===== config.mk =====
export PLATFORM = sky130hd
export DESIGN_NAME = decode_stage
export DESIGN_NICKNAME = d
export VERILOG_FILES = /design/src/rtl/decode_stage_pkg.sv /design/src/rtl/decode_stage_reg_file_bypass.sv /design/src/rtl/decode_stage.sv
export SDC_FILE = /design/constraint.sdc
export NUM_CORES = 1
export LEC_CHECK = 0
export CORE_MARGIN = 2
export CORE_UTILIZATION = 40
export CTS_BUF_LIST = sky130_fd_sc_hd__clkbuf_2 sky130_fd_sc_hd__clkbuf_4 sky130_fd_sc_hd__clkbuf_8
export DETAILED_ROUTE_END_ITERATION = 7
export GPL_TIMING_DRIVEN = 0
export HOLD_SLACK_MARGIN = 0.02
export PLACE_DENSITY_LB_ADDON = 0.12
export SYNTH_ARGS = -nofsm -noshare
export SYNTH_HDL_FRONTEND = slang
export SYNTH_HIERARCHICAL = 1
export SYNTH_SLANG_ARGS = --single-unit

===== constraint.sdc =====
create_clock -name clk -period 3.6 [get_ports clk]
set_input_delay 0.72 -clock clk [delete_from_list [all_inputs] [get_ports clk]]
set_output_delay 0.72 -clock clk [all_outputs]
set_load 0.02 [all_outputs]

===== src/rtl/decode_stage_pkg.sv =====
// Shared definitions for the decode stage: instruction field encodings,
// execute-unit command codes, condition codes and the condition evaluator.
package decode_stage_pkg;

  typedef enum logic [1:0] {
    MODE_ARITH  = 2'b00,
    MODE_MEM    = 2'b01,
    MODE_BRANCH = 2'b10,
    MODE_RSVD   = 2'b11
  } mode_e;

  // ARM data-processing opcodes (instr[24:21])
  localparam logic [3:0] OP_AND = 4'b0000;
  localparam logic [3:0] OP_EOR = 4'b0001;
  localparam logic [3:0] OP_SUB = 4'b0010;
  localparam logic [3:0] OP_ADD = 4'b0100;
  localparam logic [3:0] OP_ADC = 4'b0101;
  localparam logic [3:0] OP_SBC = 4'b0110;
  localparam logic [3:0] OP_TST = 4'b1000;
  localparam logic [3:0] OP_CMP = 4'b1010;
  localparam logic [3:0] OP_ORR = 4'b1100;
  localparam logic [3:0] OP_MOV = 4'b1101;
  localparam logic [3:0] OP_MVN = 4'b1111;

  // Execute-unit commands
  localparam logic [3:0] EXE_NOP = 4'b0000;
  localparam logic [3:0] EXE_MOV = 4'b0001;
  localparam logic [3:0] EXE_ADD = 4'b0010;
  localparam logic [3:0] EXE_ADC = 4'b0011;
  localparam logic [3:0] EXE_SUB = 4'b0100;
  localparam logic [3:0] EXE_SBC = 4'b0101;
  localparam logic [3:0] EXE_AND = 4'b0110;
  localparam logic [3:0] EXE_ORR = 4'b0111;
  localparam logic [3:0] EXE_EOR = 4'b1000;
  localparam logic [3:0] EXE_MVN = 4'b1001;

  // Condition codes (instr[31:28])
  localparam logic [3:0] COND_EQ = 4'b0000;
  localparam logic [3:0] COND_NE = 4'b0001;
  localparam logic [3:0] COND_CS = 4'b0010;
  localparam logic [3:0] COND_CC = 4'b0011;
  localparam logic [3:0] COND_MI = 4'b0100;
  localparam logic [3:0] COND_PL = 4'b0101;
  localparam logic [3:0] COND_VS = 4'b0110;
  localparam logic [3:0] COND_VC = 4'b0111;
  localparam logic [3:0] COND_HI = 4'b1000;
  localparam logic [3:0] COND_LS = 4'b1001;
  localparam logic [3:0] COND_GE = 4'b1010;
  localparam logic [3:0] COND_LT = 4'b1011;
  localparam logic [3:0] COND_GT = 4'b1100;
  localparam logic [3:0] COND_LE = 4'b1101;
  localparam logic [3:0] COND_AL = 4'b1110;

  typedef struct packed {
    logic       wb_en;
    logic       mem_r_en;
    logic       mem_w_en;
    logic       b;
    logic       s;
    logic [3:0] exe_cmd;
  } ctrl_t;

  localparam ctrl_t CTRL_NONE = '0;

  // flags = {N, Z, C, V}; code 1111 never passes
  function automatic logic cond_pass(input logic [3:0] cond, input logic [3:0] flags);
    logic n, z, c, v;
    logic pass;
    n = flags[3];
    z = flags[2];
    c = flags[1];
    v = flags[0];
    case (cond)
      COND_EQ: pass = z;
      COND_NE: pass = ~z;
      COND_CS: pass = c;
      COND_CC: pass = ~c;
      COND_MI: pass = n;
      COND_PL: pass = ~n;
      COND_VS: pass = v;
      COND_VC: pass = ~v;
      COND_HI: pass = c & ~z;
      COND_LS: pass = ~c | z;
      COND_GE: pass = (n == v);
      COND_LT: pass = (n != v);
      COND_GT: pass = ~z & (n == v);
      COND_LE: pass = z | (n != v);
      COND_AL: pass = 1'b1;
      default: pass = 1'b0;
    endcase
    return pass;
  endfunction

endpackage


===== src/rtl/decode_stage_reg_file_bypass.sv =====
// Register file with one write port and two combinational read ports.
// A read of the register being written in the same cycle returns the
// write data, so the decode stage sees write-back results without a gap.
// Ports:
//   clk, rst            clock, asynchronous active-low reset (clears all entries)
//   we, waddr, wdata    write port, written on the rising edge
//   raddr1/rdata1       read port 1 (Rn)
//   raddr2/rdata2       read port 2 (Rm / Rd for stores)
module reg_file_bypass #(
  parameter int DATA_W = 32,
  parameter int NREG   = 16,
  parameter int RA_W   = $clog2(NREG)
) (
  input  logic              clk,
  input  logic              rst,
  input  logic              we,
  input  logic [RA_W-1:0]   waddr,
  input  logic [DATA_W-1:0] wdata,
  input  logic [RA_W-1:0]   raddr1,
  output logic [DATA_W-1:0] rdata1,
  input  logic [RA_W-1:0]   raddr2,
  output logic [DATA_W-1:0] rdata2
);

  logic [DATA_W-1:0] regs [NREG];

  always_ff @(posedge clk or negedge rst) begin
    if (!rst) begin
      for (int i = 0; i < NREG; i++) regs[i] <= '0;
    end else if (we) begin
      regs[waddr] <= wdata;
    end
  end

  assign rdata1 = (we && (waddr == raddr1)) ? wdata : regs[raddr1];
  assign rdata2 = (we && (waddr == raddr2)) ? wdata : regs[raddr2];

endmodule


===== src/rtl/decode_stage.sv =====
// Instruction decode stage for an ARM-subset pipeline.
// Decodes the presented instruction, evaluates its condition against the
// NZCV flags, reads operands (with write-back bypass), detects RAW hazards
// against the EX and MEM destinations, and registers the result toward EX
// under a valid/ready handshake.
// Ports:
//   clk, rst                          clock, asynchronous active-low reset
//   in_valid/in_ready, instruction, pc_in   upstream handshake and payload
//   sr                                NZCV flags {N,Z,C,V}
//   wb_en_in, wb_dest, wb_result      register write-back
//   exe_wb_en/exe_dest, mem_wb_en/mem_dest  downstream destinations
//   flush                             kill stage contents and presented instruction
//   out_valid/out_ready               downstream handshake
//   wb_en..src2                       registered decoded fields
//   hazard_stall                      combinational data-hazard flag
module decode_stage
  import decode_stage_pkg::*;
#(
  parameter int DATA_W = 32,
  parameter int NREG   = 16,
  parameter int RA_W   = $clog2(NREG)
) (
  input  logic              clk,
  input  logic              rst,
  input  logic              in_valid,
  output logic              in_ready,
  input  logic [31:0]       instruction,
  input  logic [DATA_W-1:0] pc_in,
  input  logic [3:0]        sr,
  input  logic              wb_en_in,
  input  logic [RA_W-1:0]   wb_dest,
  input  logic [DATA_W-1:0] wb_result,
  input  logic              exe_wb_en,
  input  logic [RA_W-1:0]   exe_dest,
  input  logic              mem_wb_en,
  input  logic [RA_W-1:0]   mem_dest,
  input  logic              flush,
  input  logic              out_ready,
  output logic              out_valid,
  output logic              wb_en,
  output logic              mem_r_en,
  output logic              mem_w_en,
  output logic              b,
  output logic              s,
  output logic              imm,
  output logic              two_src,
  output logic [3:0]        exe_cmd,
  output logic [DATA_W-1:0] val_rn,
  output logic [DATA_W-1:0] val_rm,
  output logic [DATA_W-1:0] pc_out,
  output logic [11:0]       shift_operand,
  output logic [23:0]       signed_imm_24,
  output logic [RA_W-1:0]   dest,
  output logic [RA_W-1:0]   src1,
  output logic [RA_W-1:0]   src2,
  output logic              hazard_stall
);

  mode_e             mode;
  logic [3:0]        opcode;
  logic              s_bit;
  logic              imm_bit;
  logic              is_str;
  logic              rn_read;
  logic              cond_ok;
  ctrl_t             dec_ctrl;
  ctrl_t             ctrl_d;
  logic [RA_W-1:0]   src1_d;
  logic [RA_W-1:0]   src2_d;
  logic [RA_W-1:0]   dest_d;
  logic              two_src_d;
  logic [DATA_W-1:0] rn_data;
  logic [DATA_W-1:0] rm_data;
  logic              hz_exe;
  logic              hz_mem;
  logic              advance;
  logic              load;

  assign mode    = mode_e'(instruction[27:26]);
  assign opcode  = instruction[24:21];
  assign s_bit   = instruction[20];
  assign imm_bit = instruction[25];
  assign is_str  = (mode == MODE_MEM) && !s_bit;

  assign src1_d    = RA_W'(instruction[19:16]);
  assign dest_d    = RA_W'(instruction[15:12]);
  // Stores read the data register through the second port
  assign src2_d    = is_str ? RA_W'(instruction[15:12]) : RA_W'(instruction[3:0]);
  assign two_src_d = ((mode == MODE_ARITH) && !imm_bit) || is_str;

  always_comb begin
    dec_ctrl = CTRL_NONE;
    rn_read  = 1'b1;
    case (mode)
      MODE_ARITH: begin
        dec_ctrl.s     = s_bit;
        dec_ctrl.wb_en = 1'b1;
        case (opcode)
          OP_MOV: begin dec_ctrl.exe_cmd = EXE_MOV; rn_read = 1'b0; end
          OP_MVN: begin dec_ctrl.exe_cmd = EXE_MVN; rn_read = 1'b0; end
          OP_ADD: dec_ctrl.exe_cmd = EXE_ADD;
          OP_ADC: dec_ctrl.exe_cmd = EXE_ADC;
          OP_SUB: dec_ctrl.exe_cmd = EXE_SUB;
          OP_SBC: dec_ctrl.exe_cmd = EXE_SBC;
          OP_AND: dec_ctrl.exe_cmd = EXE_AND;
          OP_ORR: dec_ctrl.exe_cmd = EXE_ORR;
          OP_EOR: dec_ctrl.exe_cmd = EXE_EOR;
          OP_CMP: begin dec_ctrl.exe_cmd = EXE_SUB; dec_ctrl.wb_en = 1'b0; end
          OP_TST: begin dec_ctrl.exe_cmd = EXE_AND; dec_ctrl.wb_en = 1'b0; end
          default: dec_ctrl = CTRL_NONE;
        endcase
      end
      MODE_MEM: begin
        dec_ctrl.exe_cmd = EXE_ADD;
        if (s_bit) begin
          dec_ctrl.mem_r_en = 1'b1;
          dec_ctrl.wb_en    = 1'b1;
        end else begin
          dec_ctrl.mem_w_en = 1'b1;
        end
      end
      MODE_BRANCH: begin
        dec_ctrl.b = 1'b1;
        rn_read    = 1'b0;
      end
      default: dec_ctrl = CTRL_NONE;
    endcase
  end

  assign cond_ok = cond_pass(instruction[31:28], sr);
  // A failed condition still flows down the pipe as a valid no-op
  assign ctrl_d  = cond_ok ? dec_ctrl : CTRL_NONE;

  assign hz_exe = exe_wb_en && ((rn_read && (exe_dest == src1_d)) ||
                                (two_src_d && (exe_dest == src2_d)));
  assign hz_mem = mem_wb_en && ((rn_read && (mem_dest == src1_d)) ||
                                (two_src_d && (mem_dest == src2_d)));
  assign hazard_stall = in_valid && (hz_exe || hz_mem);

  assign advance  = !out_valid || out_ready;
  assign in_ready = flush || (!hazard_stall && advance);
  assign load     = in_valid && !hazard_stall && advance && !flush;

  reg_file_bypass #(
    .DATA_W (DATA_W),
    .NREG   (NREG),
    .RA_W   (RA_W)
  ) u_reg_file (
    .clk    (clk),
    .rst    (rst),
    .we     (wb_en_in),
    .waddr  (wb_dest),
    .wdata  (wb_result),
    .raddr1 (src1_d),
    .rdata1 (rn_data),
    .raddr2 (src2_d),
    .rdata2 (rm_data)
  );

  // Flush, bubble and an empty advance all leave a cleared, invalid register
  always_ff @(posedge clk or negedge rst) begin
    if (!rst) begin
      out_valid     <= 1'b0;
      wb_en         <= 1'b0;
      mem_r_en      <= 1'b0;
      mem_w_en      <= 1'b0;
      b             <= 1'b0;
      s             <= 1'b0;
      imm           <= 1'b0;
      two_src       <= 1'b0;
      exe_cmd       <= '0;
      val_rn        <= '0;
      val_rm        <= '0;
      pc_out        <= '0;
      shift_operand <= '0;
      signed_imm_24 <= '0;
      dest          <= '0;
      src1          <= '0;
      src2          <= '0;
    end else if (load) begin
      out_valid     <= 1'b1;
      wb_en         <= ctrl_d.wb_en;
      mem_r_en      <= ctrl_d.mem_r_en;
      mem_w_en      <= ctrl_d.mem_w_en;
      b             <= ctrl_d.b;
      s             <= ctrl_d.s;
      imm           <= imm_bit;
      two_src       <= two_src_d;
      exe_cmd       <= ctrl_d.exe_cmd;
      val_rn        <= rn_data;
      val_rm        <= rm_data;
      pc_out        <= pc_in;
      shift_operand <= instruction[11:0];
      signed_imm_24 <= instruction[23:0];
      dest          <= dest_d;
      src1          <= src1_d;
      src2          <= src2_d;
    end else if (flush || advance) begin
      out_valid     <= 1'b0;
      wb_en         <= 1'b0;
      mem_r_en      <= 1'b0;
      mem_w_en      <= 1'b0;
      b             <= 1'b0;
      s             <= 1'b0;
      imm           <= 1'b0;
      two_src       <= 1'b0;
      exe_cmd       <= '0;
      val_rn        <= '0;
      val_rm        <= '0;
      pc_out        <= '0;
      shift_operand <= '0;
      signed_imm_24 <= '0;
      dest          <= '0;
      src1          <= '0;
      src2          <= '0;
    end
  end

endmodule


Yosys cells after proc, flatten, opt, wreduce, memory -nomap -nowiden
Index checks and enable logic that the tools add are counted.
{"block": "word_totals", "out_inout_bits": 158, "in_bits": 120, "latchBits": 0, "mem_bits_rw": 0, "n_memories": 0, "rom_bits": 0, "reg_bits": 668, "elab_cells": 166}
{"block": "classes", "eq_ne": 34, "order_cmp": 4, "multipliers": 0, "shift": 0, "muxes": 47, "n_bitwise": 11, "n_addsub": 0, "reduce_logical": 37, "div_mod_pow": 0}
{"operator": "bitwise mux 512 bit", "n": 1}
{"operator": "2-to-1 mux 32 bit", "n": 11}
{"operator": "binary-select mux 32 bit (select 4 bit)", "n": 2}
{"operator": "demux 32 bit (select 4 bit)", "n": 1}
{"operator": "equality test 4 bit, second input constant", "n": 12}
{"operator": "2-to-1 mux 24 bit", "n": 2}
{"operator": "case mux 4 bit (9 select lines)", "n": 1}
{"operator": "equality test 4 x 3 -> 1 bit, second input constant", "n": 7}
{"operator": "equality test 4 bit", "n": 6}
{"operator": "2-to-1 mux 12 bit", "n": 2}
{"operator": "2-to-1 mux 4 bit", "n": 6}
{"operator": "logical AND 1 bit", "n": 16}
{"operator": ">= comparator 5 bit, second input constant", "n": 3}
{"operator": "NOT 4 -> 5 bit", "n": 3}
{"operator": "case mux 1 bit (15 select lines)", "n": 1}
{"operator": "2-to-1 mux 1 bit", "n": 14}
{"operator": "equality test 4 x 2 -> 1 bit, second input constant", "n": 3}
{"operator": "OR reduction 11 bit", "n": 1}
{"operator": "2-to-1 mux 9 bit", "n": 1}
{"operator": "OR reduction 9 bit", "n": 1}
{"operator": "equality test 4 x 1 -> 1 bit, second input constant", "n": 2}
{"operator": "logical NOT 4 bit", "n": 2}
{"operator": "case mux 4 bit (2 select lines)", "n": 1}
{"operator": "logical OR 1 bit", "n": 7}
{"operator": "other kinds (15)", "n": 27}

Logic depth before layout (Yosys ltp)
Gate-level depths: netlist (run 1).
{"block": "depth", "depth_word": 14, "ltp_mapped": 11, "depth_no_buf": 8}

By module
The synthesis (run 1) kept the hierarchy.
{"mod": "reg_file_bypass", "n_inst": 1, "cells_per_inst": 1756, "seq_area_each_um2": 12812.3, "area_per_inst_um2": 27340.0}
{"mod": "decode_stage", "n_inst": 1, "cells_per_inst": 439, "seq_area_each_um2": 3403.3, "area_per_inst_um2": 5731.7}

Worst setup path before layout (run 1)
OpenSTA, ideal clock, no wires.
{"block": "synth_timing", "path_kind": "in2reg", "from": "in instruction[27]", "to": "reg val_rm[10]", "setup_time_ps": 121, "cell_stages": 9, "arrival_ps": 3050, "required_ps": 3479, "slack_ps": 429, "n_path_buf": 3, "cell_sequence": "nor3b_2 buf_6 mux2_2 clkbuf_1 xor2_1 nor4_2 buf_2 mux2_2 a22o_1"}
{"block": "synth_via", "word_cells_on_any_way": 33, "cone_classes": "eq/ne: 5; mux: 7; bitwise: 1; reduce/logical: 20"}
{"element": "start: declaration", "line_no": "decode_stage.sv:27", "source": "input logic [31:0] instruction,"}
{"element": "equality test 2 x 1 -> 1 bit (*)", "line_no": "decode_stage.sv:83", "source": "assign is_str = (mode == MODE_MEM) && !s_bit;"}
{"element": "logical AND 1 bit (*)", "line_no": "decode_stage.sv:83"}
{"element": "2-to-1 mux 4 bit (*)", "line_no": "decode_stage.sv:88", "source": "assign src2_d = is_str ? RA_W'(instruction[15:12]) : RA_W'(instruction[3:0]);"}
{"element": "via src2_d[2]", "line_no": "decode_stage.sv:69", "source": "logic [RA_W-1:0] src2_d;"}
{"element": "NOT 4 -> 5 bit (implied by the code)", "line_no": "decode_stage_reg_file_bypass.sv:36", "source": "assign rdata2 = (we && (waddr == raddr2)) ? wdata : regs[raddr2];"}
{"element": "binary-select mux 32 bit (select 4 bit)", "line_no": "decode_stage_reg_file_bypass.sv:36"}
{"element": "2-to-1 mux 32 bit (implied by the code) (2 in a row)", "line_no": "decode_stage_reg_file_bypass.sv:36"}
{"element": "2-to-1 mux 32 bit (*)", "line_no": "decode_stage_reg_file_bypass.sv:36"}
{"element": "via rm_data[10]", "line_no": "decode_stage.sv:73", "source": "logic [DATA_W-1:0] rm_data;"}
{"element": "2-to-1 mux 32 bit (*)", "line_no": "decode_stage.sv:180", "source": "end else if (load) begin"}
{"element": "end signal: assignment", "line_no": "decode_stage.sv:191", "source": "val_rm <= rm_data;"}
{"element": "end: declaration", "line_no": "decode_stage.sv:49", "source": "output logic [DATA_W-1:0] val_rm,"}
Mark *: on every way through the listed nets, which the timed path passes. The rest lies on a longest branch. The select of a mux whose other input is x is not followed.
A chain may end at the register's enable or synchronous reset.

Worst setup path after layout (run 1)
{"block": "layout_timing", "from": "in instruction[17]", "to": "reg val_rn[15]"}
{"block": "layout_via", "word_cells_on_any_way": 23, "cone_classes": "eq/ne: 3; mux: 5; bitwise: 1; reduce/logical: 14"}
{"element": "NOT 4 -> 5 bit (implied by the code)", "line_no": "decode_stage_reg_file_bypass.sv:35", "source": "assign rdata1 = (we && (waddr == raddr1)) ? wdata : regs[raddr1];"}
{"element": "binary-select mux 32 bit (select 4 bit)", "line_no": "decode_stage_reg_file_bypass.sv:35"}
{"element": "2-to-1 mux 32 bit (implied by the code) (2 in a row)", "line_no": "decode_stage_reg_file_bypass.sv:35"}
{"element": "2-to-1 mux 32 bit (*)", "line_no": "decode_stage_reg_file_bypass.sv:35"}
{"element": "via rn_data[15]", "line_no": "decode_stage.sv:72", "source": "logic [DATA_W-1:0] rn_data;"}
{"element": "2-to-1 mux 32 bit (*)", "line_no": "decode_stage.sv:180"}
{"element": "end signal: assignment", "line_no": "decode_stage.sv:190", "source": "val_rn <= rn_data;"}
{"element": "end: declaration", "line_no": "decode_stage.sv:48", "source": "output logic [DATA_W-1:0] val_rn,"}
Marks and branches as above.

==> flow_metrics.py, run 1 <==
metrics = {
    "synth": {
        "synth-main-ff-cell": "dfrtp_1",
        "synth_common_cells": "dfrtp_1, mux2_2, mux4_2",
        "synth_area_leaders": "dfrtp_1, mux2_2, mux4_2",
        "synth_edf_count": 0,
        "yosysMostFrequentCell": "dfrtp_1",
        "ys_warn_count": 6,
        "synth_cell_type_count": 54,
        "avgSynthCellArea_um2": 15.1,
        "ys_async_sr_fraction_pct": 100,
        "syn_inst": 2195,
        "ys_seq_area_share_pct": 49.0,
        "syn_area_um2": 33100,
        "syn-num-nets": 2315,
        "ys_seq_elements": 648,
        "synth_top_area_share_pct": 49.0,
        "synth_top_area_cell": "dfrtp_1",
    },
    "sta": {
        "final.setup_skew_ns": 0.0560,
        "tightest_slew_ns": 1.34,
        "maxSlewViolCount": 0,
        "slew-limit-headroom_pct": 10.4,
        "fin_crit_sh_pct": 99.3,
        "hold_ws_ns": 0.0208,
        "finalSetupViolCount": 0,
        "finalHoldViolations": 0,
        "rsz0062_at_grt": "false",
        "fmax_mhz": 280,
        "period_needed_ns": 3.57,
    },
    "floorplanning": {
        "dieArea_um2": 85000,
        "core_um2": 82000,
        "rows": 105,
        "ios": 278,
        "die_width_um": 292,
        "die_y_um": 292,
        "initial_core_util_pct": 40.3,
    },
    "routing": {
        "ant_nets": 0,
        "wirelength_mm": 113,
        "first_pass_iters": 6,
        "vias": 22812,
        "drt_first_iter_violations": 1801,
        "wl_per_cell_um": 30.1,
        "routed_via_density": 6.07,
        "drc_errors": 0,
    },
    "outcome": {
        "status": "completed",
    },
    "worst_setup_path": {
        "worst_path_most_repeated_cell": "buf_2",
        "critical-path-top-delay-family": "buffers and inverters",
        "cp_slowest_cell": "buf_1",
        "crit_chain": "clkdlybuf4s50_1 > buf_2 > buf_2 > buf_1 > mux4_2 > a22oi_1 > nand2_1 > mux2_2 > a22o_1",
        "worst-path-buf-inv": 4,
        "crit_type": "in -> reg",
        "crit_path_start_kind": "input port",
        "cp.required_ns": 4.23,
        "cp.arrival_ns": 4.21,
        "path_max_fanout": 10,
        "slowest_delay_ns": 0.91,
        "crit_path_end_kind": "flop",
    },
    "clocking": {
        "cts_buffers": 115,
        "cts_num_sinks": 648,
        "h-tree-depth": 3,
        "cts_root_buffer": "clkbuf_8",
        "clock_path_buffers": 3,
        "clk_pin_slew_ns": 0.06,
        "clock_latency_ns": 0.75,
        "cts_tree": "built",
        "holdBufCountCts": 0,
    },
    "pwr": {
        "peakVddDrop_v": 0.000303,
        "power.total_w": 0.0224,
        "p_per_area_nw_per_um2": 562,
        "p_leak_nw": 16.8,
    },
    "hold_path": {
        "hp-class": "in -> async",
    },
    "placement": {
        "gp_congestion": 0.877,
        "dpl.hpwl_mm": 74.9,
        "portBuffers": 270,
    },
    "grt": {
        "grt_overflow_total": 0,
        "grt_pass1_vias": 24414,
        "antenna_found_initial": 9,
        "grt_usage_pct": 26.7,
        "grt_max_degree": 125,
        "grt_pass1_wl_mm": 166,
    },
    "layout": {
        "layout.nets": 2715,
        "multi_input_area_um2": 15800,
        "syn2layout_area_growth_pct": 20.7,
        "final-seq-area_um2": 16200,
        "n_fill_cell": 7181,
        "final_layout_size_suffix_gt1_share_pct": 44.7,
    },
    "job": {
        "cap_violations": 0,
    },
}
==> path summary, 6_finish.rpt <==
path	slack, ns	cells after the start	end	startpoint
min in group clk	0.46	2	signed_imm_24[20]	instruction[20]
hold reg to reg	0.50	1	exe_cmd[2]	exe_cmd[2]
hold / removal	0.02	1	u_reg_file/regs[92]	rst
setup reg to reg	0.97	5	val_rn[7]	out_valid
setup / recovery	0.03	9	val_rn[15]	instruction[17]
max in group asynchronous	1.53	4	u_reg_file/regs[324]	rst
==> worst register-to-register path: stages, from the launching register on <==
cell and delay (ns):
dfrtp_1 0.35, nand2b_1 0.09, nor2_1 0.26, clkbuf_1 0.72
clkbuf_1 0.88, a22o_1 0.28
==> cell usage in the layout, fill, tap and decap left out, drive strengths merged, types with 4 or more instances in the layout <==
cell	synthesis	final
a22o	127	127
a22oi	124	124
a32o	8	8
buf	131	143
clkbuf	102	295
clkdlybuf4s15	0	6
clkdlybuf4s50	0	262
clkinv	0	11
dfrtp	648	648
inv	3	4
mux2	580	580
mux2i	5	5
mux4	258	258
nand2	84	84
nand2b	9	9
nand3	5	5
nor2	16	16
nor2b	14	14
nor3	7	7
nor3b	4	4
nor4	7	7
xnor2	8	8
xor2	17	17
==> metrics by stage <==
stage | instances | setup WS [ns] | TNS, ns | util, % | area [um^2]
3_5_place_dp | 3540 | -1.24 | -55.30 | 45.4 | 37300
2_1_floorplan | 2195 | 0.429 | 0 | - | 33100
4_1_cts | 3752 | 0.0370 | 0 | 48.7 | 39900
6_report | 3759 | 0.0252 | 0 | 48.7 | 39900
5_1_grt | 3758 | 0.00258 | 0 | 48.7 | 39900
3_3_place_gp | 3535 | -27.24 | - | 45.3 | 37100
==> kinds of logic (layout without fill, tap and decap cells) <==
family | Yosys count | count (layout) | synth area share, %
AOI/OAI and AO/OA | 284 | 284 | 6.98
xor gates and xnor gates | 25 | 25 | 0.662
buffers and inverters | 236 | 727 | 3.44
DFF | 648 | 648 | 49.0
muxes | 843 | 843 | 37.5
other | 0 | 3 | 0
and+or+nand+nor | 159 | 159 | 2.39
==> flip-flops by register name, summed over array words and instances, names as in the netlist <==
name	flops
out_valid	1
wb_en	1
u_reg_file/regs	512
s	1
shift_operand	11
mem_r_en	1
mem_w_en	1
exe_cmd	4
val_rn	32
pc_out	32
two_src	1
val_rm	32
src2	4
signed_imm_24	13
imm	1
b	1
==> power breakdown <==
part / switching, W / internal (W)
Combinational: 0.00210 / 0.00302
Clock: 0.00318 / 0.00434
Sequential: 0.00103 / 0.00874
==> layer usage <==
metal	vias to the layer above	GRT usage, %	routed length [um]
li1	9371	-	-
met1	12197	34.8	46500
met2	976	43.7	54200
met3	258	5.39	7970
met4	10	10.7	4540
met5	-	0	60
==> layout make-up <==
| cell class | instances | share of cell area [%] |
|---|---|---|
| flip-flops and latches | 648 | 40.6 |
| multi-input cells | 1311 | 39.5 |
| repair buffers | 283 | 7.24 |
| clock buffers | 191 | 5.94 |
| well taps | 1070 | 3.35 |
| plain buffers | 233 | 2.90 |
| clock inverters | 17 | 0.457 |
| inverters | 3 | 0.0282 |
| diodes | 3 | 0.0188 |
==> repair_timing <==
item,in CTS,in global routing
endpoints found under the hold margin,0,0
setup buffers,4,4
gates cloned,0,0
gates resized for setup,30,6
setup endpoints to repair,34,18
pin swaps,3,3
Power figures use the tool's default switching activity.
==> run 2, diff against run 1 <==
--- a/config.mk
+++ b/config.mk
@@ -9,7 +9,6 @@
 export CORE_UTILIZATION = 40
 export CTS_BUF_LIST = sky130_fd_sc_hd__clkbuf_2 sky130_fd_sc_hd__clkbuf_4 sky130_fd_sc_hd__clkbuf_8
 export DETAILED_ROUTE_END_ITERATION = 7
-export GPL_TIMING_DRIVEN = 0
 export HOLD_SLACK_MARGIN = 0.02
 export PLACE_DENSITY_LB_ADDON = 0.12
 export SYNTH_ARGS = -nofsm -noshare
==> run 2 against run 1 <==
Compared with the run above: worst setup slack gained 0.078 ns; power shrank 1.4%; critical endpoint is now in_ready; routed wire length shrank 9.7%; flip-flop and latch count is the same; final cell count shrank 2.9%; largest power group unchanged; first-iteration DRC count shrank 32%; sequential power is essentially flat; non-clock buffer count shrank 105.
==> flow_metrics.py, run 2 (synthesis results as in run 1) <==
metrics = {
    "outcome": {
        "status": "completed",
    },
    "worst_setup_path": {
        "crit_type": "in -> out",
        "crit_path_end_kind": "primary output",
        "cp.arrival_ns": 2.78,
        "rrSetupSlack_ns": 1.67,
        "crit_chain": "dlygate4sd2_1 > nor3b_4 > buf_12 > mux2_2 > o211ai_1 > nor4_2 > buf_4 > o31a_1 > nor2_1 > buf_4",
        "worst_path_most_repeated_cell": "buf_4",
        "slowest_delay_ns": 0.33,
        "reg2reg_from": "u_reg_file/regs[62]",
        "path_max_fanout": 5,
        "crit_path_start_kind": "input port",
        "worstReg2RegEnd": "val_rn[30]",
        "cp.required_ns": 2.88,
        "ff2ff_path_depth": 4,
        "cp_slowest_cell": "mux2_2",
    },
    "grt": {
        "grt_pass1_wl_mm": 155,
        "antenna_found_initial": 4,
        "grt_max_degree": 140,
        "grt_pass1_vias": 23506,
        "grt_overflow_total": 0,
        "grt_usage_pct": 24.1,
    },
    "job": {
        "cap_violations": 0,
    },
    "sta": {
        "fmax_mhz": 286,
        "fin_crit_sh_pct": 97.1,
        "tightest_slew_ns": 1.13,
        "period_needed_ns": 3.50,
        "fin_ws_ns": 0.103,
        "finalHoldViolations": 0,
        "rsz0062_at_grt": "false",
        "final.setup_skew_ns": 0.0239,
        "slew-limit-headroom_pct": 24.5,
        "finalSetupViolCount": 0,
        "maxSlewViolCount": 0,
    },
    "clocking": {
        "cts_tree": "built",
        "postCtsSetupBuffers": 0,
        "cts_num_sinks": 648,
        "h-tree-depth": 3,
        "cts_buffers": 114,
        "cts_root_buffer": "clkbuf_8",
        "clock_path_buffers": 3,
        "clk_pin_slew_ns": 0.06,
        "clock_latency_ns": 0.74,
    },
    "hold_path": {
        "hp-start": "instruction[16]",
        "hold_depth": 2,
        "hp-class": "in -> reg",
        "hold_end": "signed_imm_24[16]",
    },
    "layout": {
        "largest_register_ffs": 512,
        "postLayoutCoreUtil_pct": 49.1,
        "final_layout_size_suffix_gt1_share_pct": 47.0,
        "layout.nets": 2609,
        "syn2layout_area_growth_pct": 21.7,
        "layout_common_cells": "dfrtp_1, mux2_2, clkdlybuf4s50_1",
        "regMostFlops": "u_reg_file/regs",
        "layout_commonest_cell": "dfrtp_1",
    },
    "routing": {
        "vias": 21709,
        "first_pass_iters": 5,
        "wl_per_cell_um": 28.0,
        "routed_via_density": 5.95,
        "drc_errors": 0,
        "wirelength_mm": 102,
        "drt_first_iter_violations": 1231,
        "ant_nets": 0,
    },
    "floorplanning": {
        "initial_core_util_pct": 40.3,
        "core_um2": 82000,
        "ios": 278,
        "dieArea_um2": 85000,
        "die_y_um": 292,
        "rows": 105,
        "die_width_um": 292,
    },
    "placement": {
        "portBuffers": 277,
        "gp_congestion": 0.793,
        "dpl_worst_slack_ns": -0.520,
        "dpl.hpwl_mm": 62.1,
    },
    "pwr": {
        "peakVddDrop_v": 0.000281,
        "p_per_area_nw_per_um2": 549,
        "p_leak_nw": 16.9,
    },
}
run 2: cell count changes in the layout (fill, tap and decap cells not counted), sizes merged:
cell	delta
clkbuf	-106
buf	-7
clkdlybuf4s50	+7
clkdlybuf4s15	-6
dlygate4sd2	+2
inv	+2
bufbuf	+1
bufinv	-1
clkinvlp	-1
dlygate4sd3	+1
run 2: metal layers:
layer	track usage [%]	vias up	wire (um)
li1	-	9112	-
met1	33.4	11728	45600
met2	39.5	696	48900
met3	4.19	167	5330
met4	6.41	6	2470
met5	0	-	43
run 2: stage by stage:
step	instance area [um^2]	cells	hold WS (ns)	setup TNS (ns)	total power, W
after floorplan	33100	2195	0.424	0	0.0131
after global placement	37700	3441	0.477	-12.07	0.0147
after detailed placement	37700	3441	0.481	-12.10	0.0149
after CTS	40200	3648	0.291	0	0.0224
after global routing	40300	3650	0.321	0	0.0232
final	40300	3651	0.351	0	0.0221
run 2: how the worst max path moves through the flow:
stage | start | slack (ns) | to
CTS | instruction[20] | 0.09 | in_ready
detailed placement | instruction[26] | -0.52 | in_ready
floorplan | instruction[27] | 0.43 | val_rm[10]
global route | instruction[20] | 0.008 | in_ready
finish | instruction[20] | 0.10 | in_ready
global placement | instruction[26] | -0.53 | in_ready
run 2: what timing repair did:
action	CTS	global route
cloned	1	0
pin swaps	5	0
setup endpoints to repair	2	2
hold buffers	1	0
endpoints found under the hold margin	57	0
resized for setup	13	1
run 2: power by group:
part           switching [W]  leakage [nW]  internal, W
sequential           0.00103          8.13      0.00874
combinational        0.00195          7.41      0.00307
clock                0.00313          1.33      0.00419
total                0.00611          16.9       0.0160
run 2: final cells by class:
class                      instances  area, um^2
tap                             1070        1340
clock inverter                    17         151
clock buffer                     188        2320
sequential                       648       16200
inverter                           3        11.3
antenna                            3        7.51
timing repair buffer             411        4290
fill                            7084       41700
multi-input combinational       1311       15900
run 2: worst max-delay path, delay by kind of cell:
family          cells  cell delay, ns
compound gates      2            0.52
buf+inv             4            0.73
mux                 1            0.33
simple gates        3            0.46
==> run 3, diff against run 2 <==
--- a/config.mk
+++ b/config.mk
@@ -9,6 +9,7 @@
 export CORE_UTILIZATION = 40
 export CTS_BUF_LIST = sky130_fd_sc_hd__clkbuf_2 sky130_fd_sc_hd__clkbuf_4 sky130_fd_sc_hd__clkbuf_8
 export DETAILED_ROUTE_END_ITERATION = 7
+export GPL_TIMING_DRIVEN = 0
 export HOLD_SLACK_MARGIN = 0.02
 export PLACE_DENSITY_LB_ADDON = 0.12
 export SYNTH_ARGS = -nofsm -noshare
==> results of run 3 <==
The final DEF is identical to that of run 1; final timing and power are the same.
